[src/rtl/mem_bus_arbiter.sv]
// Purpose : shares one memory port between the instruction (prefetch) bus and the
//           data (load/store) bus; data has priority, a starvation limit lets prefetch in.
// Latency : request registered onto q_* one cycle after it is seen in IDLE; ack is
//           steered back combinationally in the q_m_ack cycle.
// Backpressure: a requester holds access until its ack; one transaction at a time,
//           with a mandatory idle cycle between transactions.
// Ports   : clk, reset (sync, active-low); instr_m_* / data_m_* / d_io / lock from the
//           core; q_* to the memory/IO controller; q_m_ack / q_m_data_in from memory.
module mem_bus_arbiter #(
  parameter int unsigned STARVE_LIMIT = 4
) (
  input  logic        clk,
  input  logic        reset,
  input  logic [18:0] instr_m_addr,
  input  logic        instr_m_access,
  output logic        instr_m_ack,
  output logic [15:0] instr_m_data_in,
  input  logic [18:0] data_m_addr,
  input  logic [15:0] data_m_data_out,
  input  logic        data_m_access,
  input  logic        data_m_wr_en,
  input  logic [1:0]  data_m_bytesel,
  input  logic        d_io,
  input  logic        lock,
  output logic        data_m_ack,
  output logic [15:0] data_m_data_in,
  output logic [18:0] q_m_addr,
  output logic [15:0] q_m_data_out,
  output logic        q_m_access,
  output logic        q_m_wr_en,
  output logic [1:0]  q_m_bytesel,
  output logic        q_io,
  input  logic        q_m_ack,
  input  logic [15:0] q_m_data_in
);

  typedef enum logic [1:0] {IDLE, SERVE_I, SERVE_D} state_t;

  localparam logic [3:0] LIMIT = 4'(STARVE_LIMIT);

  state_t     state;
  logic [3:0] starve_cnt;
  logic       last_data;   // previous grant went to the data bus (for lock)
  logic       abandoned;   // winner dropped access while its cycle was in flight
  logic       grant_any;
  logic       grant_data;
  logic       winner_access;
  logic       fwd_ack;

  // Arbitration: a locked data sequence keeps the bus, then a starved prefetch,
  // then plain data priority.
  always_comb begin
    grant_any = instr_m_access | data_m_access;
    if (lock && last_data && data_m_access)
      grant_data = 1'b1;
    else if ((starve_cnt == LIMIT) && instr_m_access)
      grant_data = 1'b0;
    else
      grant_data = data_m_access;
  end

  // The ack is only forwarded if the winner kept its request up for the whole
  // cycle, including the ack cycle itself; otherwise it is swallowed.
  assign winner_access = (state == SERVE_D) ? data_m_access : instr_m_access;
  assign fwd_ack       = q_m_ack && !abandoned && winner_access;
  assign instr_m_ack   = (state == SERVE_I) && fwd_ack;
  assign data_m_ack    = (state == SERVE_D) && fwd_ack;

  // Read data is broadcast; the ack alone qualifies it.
  assign instr_m_data_in = q_m_data_in;
  assign data_m_data_in  = q_m_data_in;

  always_ff @(posedge clk) begin
    if (!reset) begin
      state        <= IDLE;
      starve_cnt   <= 4'd0;
      last_data    <= 1'b0;
      abandoned    <= 1'b0;
      q_m_addr     <= 19'd0;
      q_m_data_out <= 16'd0;
      q_m_access   <= 1'b0;
      q_m_wr_en    <= 1'b0;
      q_m_bytesel  <= 2'b00;
      q_io         <= 1'b0;
    end else begin
      case (state)
        IDLE: begin
          // Counter only tracks a prefetch that is actually waiting.
          if (!instr_m_access)
            starve_cnt <= 4'd0;
          else if (grant_data) begin
            if (starve_cnt != LIMIT)
              starve_cnt <= starve_cnt + 4'd1;
          end else
            starve_cnt <= 4'd0;

          if (grant_any) begin
            abandoned  <= 1'b0;
            last_data  <= grant_data;
            q_m_access <= 1'b1;
            if (grant_data) begin
              state        <= SERVE_D;
              q_m_addr     <= data_m_addr;
              q_m_data_out <= data_m_data_out;
              q_m_wr_en    <= data_m_wr_en;
              q_m_bytesel  <= data_m_bytesel;
              q_io         <= d_io;
            end else begin
              state        <= SERVE_I;
              q_m_addr     <= instr_m_addr;
              q_m_data_out <= 16'd0;
              q_m_wr_en    <= 1'b0;
              q_m_bytesel  <= 2'b11;
              q_io         <= 1'b0;
            end
          end
        end
        SERVE_I, SERVE_D: begin
          if (q_m_ack) begin
            // Clearing the whole request guarantees the idle gap before the next grant.
            state        <= IDLE;
            abandoned    <= 1'b0;
            q_m_addr     <= 19'd0;
            q_m_data_out <= 16'd0;
            q_m_access   <= 1'b0;
            q_m_wr_en    <= 1'b0;
            q_m_bytesel  <= 2'b00;
            q_io         <= 1'b0;
          end else if (!winner_access) begin
            abandoned <= 1'b1;
          end
        end
        default: state <= IDLE;
      endcase
    end
  end

endmodule

[config.mk]
export PLATFORM = sky130hd
export DESIGN_NAME = mem_bus_arbiter
export DESIGN_NICKNAME = d
export VERILOG_FILES = /design/src/rtl/mem_bus_arbiter.sv
export SDC_FILE = /design/constraint.sdc
export NUM_CORES = 1
export LEC_CHECK = 0
export BUFFER_PORTS_ARGS = -buffer_cell sky130_fd_sc_hd__buf_2
export CORE_MARGIN = 4
export CORE_UTILIZATION = 43
export CTS_CLUSTER_SIZE = 30
export DETAILED_ROUTE_END_ITERATION = 12
export GPL_ROUTABILITY_DRIVEN = 1
export PLACE_DENSITY = 0.84
export SETUP_SLACK_MARGIN = 0.02
export SLEW_MARGIN = 0
export SYNTH_ARGS = -nofsm -noshare
export SYNTH_HDL_FRONTEND = slang
export SYNTH_SLANG_ARGS = --single-unit
export TNS_END_PERCENT = 1
[constraint.sdc]
create_clock -name clk -period 2.5 [get_ports clk]
set_input_delay 0.5 -clock clk [delete_from_list [all_inputs] [get_ports clk]]
set_output_delay 0.5 -clock clk [all_outputs]
set_load 0.01 [all_outputs]
==> flow_summary.json <==
{
  "end_kind": "flip-flop",
  "status": "finished clean",
  "syn-num-nets": 297,
  "worstPathArrival_ps": 2280,
  "yosysTopAreaCellShare": 0.394,
  "synth_area_leader_cell": "dfxtp_1",
  "routed_wl_mm": 4.92,
  "slew_viol_final": 0,
  "routedWlPerCell_microns": 13.9,
  "ctsHoldBuffers": 0,
  "drive_gt1_frac": 0.495,
  "p_sw_w": 0.000532,
  "grt_pass1_wl_mm": 8.44,
  "grt_overflow_total": 0,
  "vias": 1775,
  "grt-busiest-layer": "met2",
  "relSlewSlack": 0.637,
  "dp_slack_ps": 460,
  "cts_setup_buffers": 0,
  "synthCells": 212,
  "gp_congestion": 0.881,
  "critPathBufInv": 1,
  "worstHoldStart": "data_m_wr_en",
  "hold_path_depth": 2,
  "cts_buffers": 5,
  "vias_per_cell": 5.00,
  "power_frac_seq": 0.508,
  "cts_resized": 0,
  "ys_types": 38,
  "post-route-util": 0.504,
  "h-tree-depth": 2,
  "fmax_mhz": 490,
  "ios": 154,
  "synth_area_sq_um": 2440,
  "ant_nets": 0,
  "synth_edf_count": 0,
  "finalClockSkew_ps": 3.78,
  "reg2reg_setup_slack_ps": 460,
  "syn_area_per_cell_sq_um": 11.5,
  "coreArea_sq_um": 5510,
  "slowest_stage": "o21a_4",
  "grt_use_met1": 0.152,
  "drc": 0,
  "area_growth_pct": 13.6,
  "drtIter0Drc": 33,
  "antenna_cells": 0,
  "crit_family": "compound AO/OA/AOI/OAI gates",
  "finalSetupViolCount": 0,
  "clk_latency_ps": 290,
  "clkTransAtPathRegs_ps": 90,
  "portBuffers": 105,
  "clk_path_buf_depth": 2,
  "antenna_found_initial": 0,
  "met3_usage": 0.0665,
  "max_stage_delay_ps": 470,
  "async_flop_share": 0,
  "track_usage": 0.143,
  "rsz0062_at_grt": "no",
  "start_kind": "flip-flop",
  "rr_startpoint": "state[0]$_SDFFE_PN0P_",
  "first_pass_iters": 4,
  "start_util": 0.443,
  "crit_chain": "inv_1 > ha_1 > or3b_4 > nand2_2 > o21a_4 > a22o_1",
  "cts_tree": "yes",
  "ir_worst_vdd_v": 0.000284,
  "dpl.hpwl_mm": 3.86,
  "root_buffer": "clkbuf_8",
  "design_area_sq_um": 2770,
  "p_comb_frac": 0.241,
  "synth_common_cells": "48 x dfxtp_1, 33 x buf_4, 21 x mux2i_1, 18 x a22o_1, 18 x o2bb2ai_2",
  "setup_tns_ps": 0,
  "worst_pin_slew_ps": 544,
  "fin_crit_sh": 0.816,
  "criticalPathCategory": "flip-flop to flip-flop",
  "pwr-share-clk": 0.250,
  "cap_violations": 0,
  "placed_area_sq_um": 2690,
  "cts_sinks": 48,
  "setup_ws_ps": 459,
  "die-area_sq_um": 6950,
  "hold_path_end": "q_m_wr_en$_SDFFE_PN0P_",
  "synth-warning-count": 0,
  "grt_max_degree": 41,
  "min_period_ps": 2040,
  "p_int_w": 0.00124,
  "pwr_density_cell_nw_per_um2": 638,
  "fillers": 509,
  "swShare": 0.301,
  "reg2reg_depth": 6,
  "rows": 27,
  "fin_nets": 367,
  "synth_most_common_cell": "dfxtp_1",
  "grt_pass1_vias": 1827,
  "holdWs_ps": 413,
  "r2r-end": "q_m_data_out[13]$_SDFFE_PN0P_",
  "power_leakage_nw": 1.35,
  "cp_max_fo": 40,
  "hold_class": "primary input to flip-flop",
  "hold_violations": 0,
  "synth_flop_cell": "dfxtp_1",
  "synth-seq-area-share": 0.394,
  "dieHeight_microns": 83.3,
  "use_met2": 0.258,
  "ys_ff_latch": 48,
  "cp_data_required_time_ps": 2740,
  "synth_area_leaders": "dfxtp_1 39%, o2bb2ai_2 11%, buf_4 10%, mux2i_1 8.6%, a22o_1 6.5%",
  "die_x_microns": 83.3
}
flip-flops by register name, indices dropped and copies added, names as in the netlist:
name / count
q_m_addr: 19
q_m_data_out: 16
starve_cnt: 4
q_m_bytesel: 2
state: 2
abandoned: 1
last_data: 1
q_io: 1
q_m_access: 1
q_m_wr_en: 1
stage by stage:
stage,total power (W),instances
finish,0.00177,355
global route,0.00188,355
CTS,0.00181,355
detailed placement,0.00135,347
global placement,0.00134,347
floorplan,0.00128,212
power by group through the flow:
stage | clock [W] | sequential [W] | combinational [W]
4_1_cts | 0.000472 | 0.000901 | 0.000435
3_3_place_gp | 0 | 0.000914 | 0.000425
2_1_floorplan | 0 | 0.000948 | 0.000327
5_1_grt | 0.000502 | 0.000912 | 0.000470
6_report | 0.000443 | 0.000899 | 0.000427
3_5_place_dp | 0 | 0.000916 | 0.000435
kinds of logic (layout without fill, tap and decap cells):
group | count (synthesis) | after routing | share of synthesized area
adder cells (fa/ha/maj) | 5 | 5 | 0.0256
buffers and inverters | 49 | 120 | 0.166
AND/OR/NAND/NOR | 33 | 33 | 0.0851
AO/OA/AOI/OAI | 56 | 56 | 0.244
flip-flops | 48 | 48 | 0.394
multiplexers | 21 | 21 | 0.0861
cell usage in the layout (no fill, tap or decap), drive strengths merged, types with 2 or more instances in the layout:
master / n
nand2: 7
buf: 107
mux2i: 21
o21ai: 5
inv: 5
dfxtp: 48
o2bb2ai: 22
clkinv: 3
nor2: 6
o21a: 3
nor2b: 5
nand3: 6
ha: 5
a22o: 18
and2: 2
nand2b: 2
clkbuf: 5
worst max path at each step:
stage / start / end / slack (ps) / cells past startpoint
finish: state[0]$_SDFFE_PN0P_ / q_m_data_out[13]$_SDFFE_PN0P_ / 460 / 6
floorplan: state[0]$_SDFFE_PN0P_ / q_m_data_out[10]$_SDFFE_PN0P_ / 810 / 8
global route: state[0]$_SDFFE_PN0P_ / q_m_data_out[9]$_SDFFE_PN0P_ / 300 / 6
CTS: state[0]$_SDFFE_PN0P_ / q_m_data_out[9]$_SDFFE_PN0P_ / 440 / 6
global placement: state[0]$_SDFFE_PN0P_ / q_m_data_out[10]$_SDFFE_PN0P_ / 540 / 6
detailed placement: state[0]$_SDFFE_PN0P_ / q_m_data_out[13]$_SDFFE_PN0P_ / 460 / 6
layer usage:
layer | vias to the layer above | routed length (microns)
li1 | 874 | -
met4 | 0 | 42
met5 | - | 0
met2 | 96 | 2410
met1 | 800 | 1950
met3 | 5 | 517
layout make-up:
class                      instances  area (sq um)  share of cell area
multi-input combinational        115          1080               0.388
timing repair buffer             107           541               0.195
clock buffer                       5          68.8              0.0248
tap                               72          90.1              0.0325
inverter                           5          18.8             0.00677
sequential                        48           961               0.346
clock inverter                     3          18.8             0.00677
Note: power is estimated with default switching activity, not from simulation.
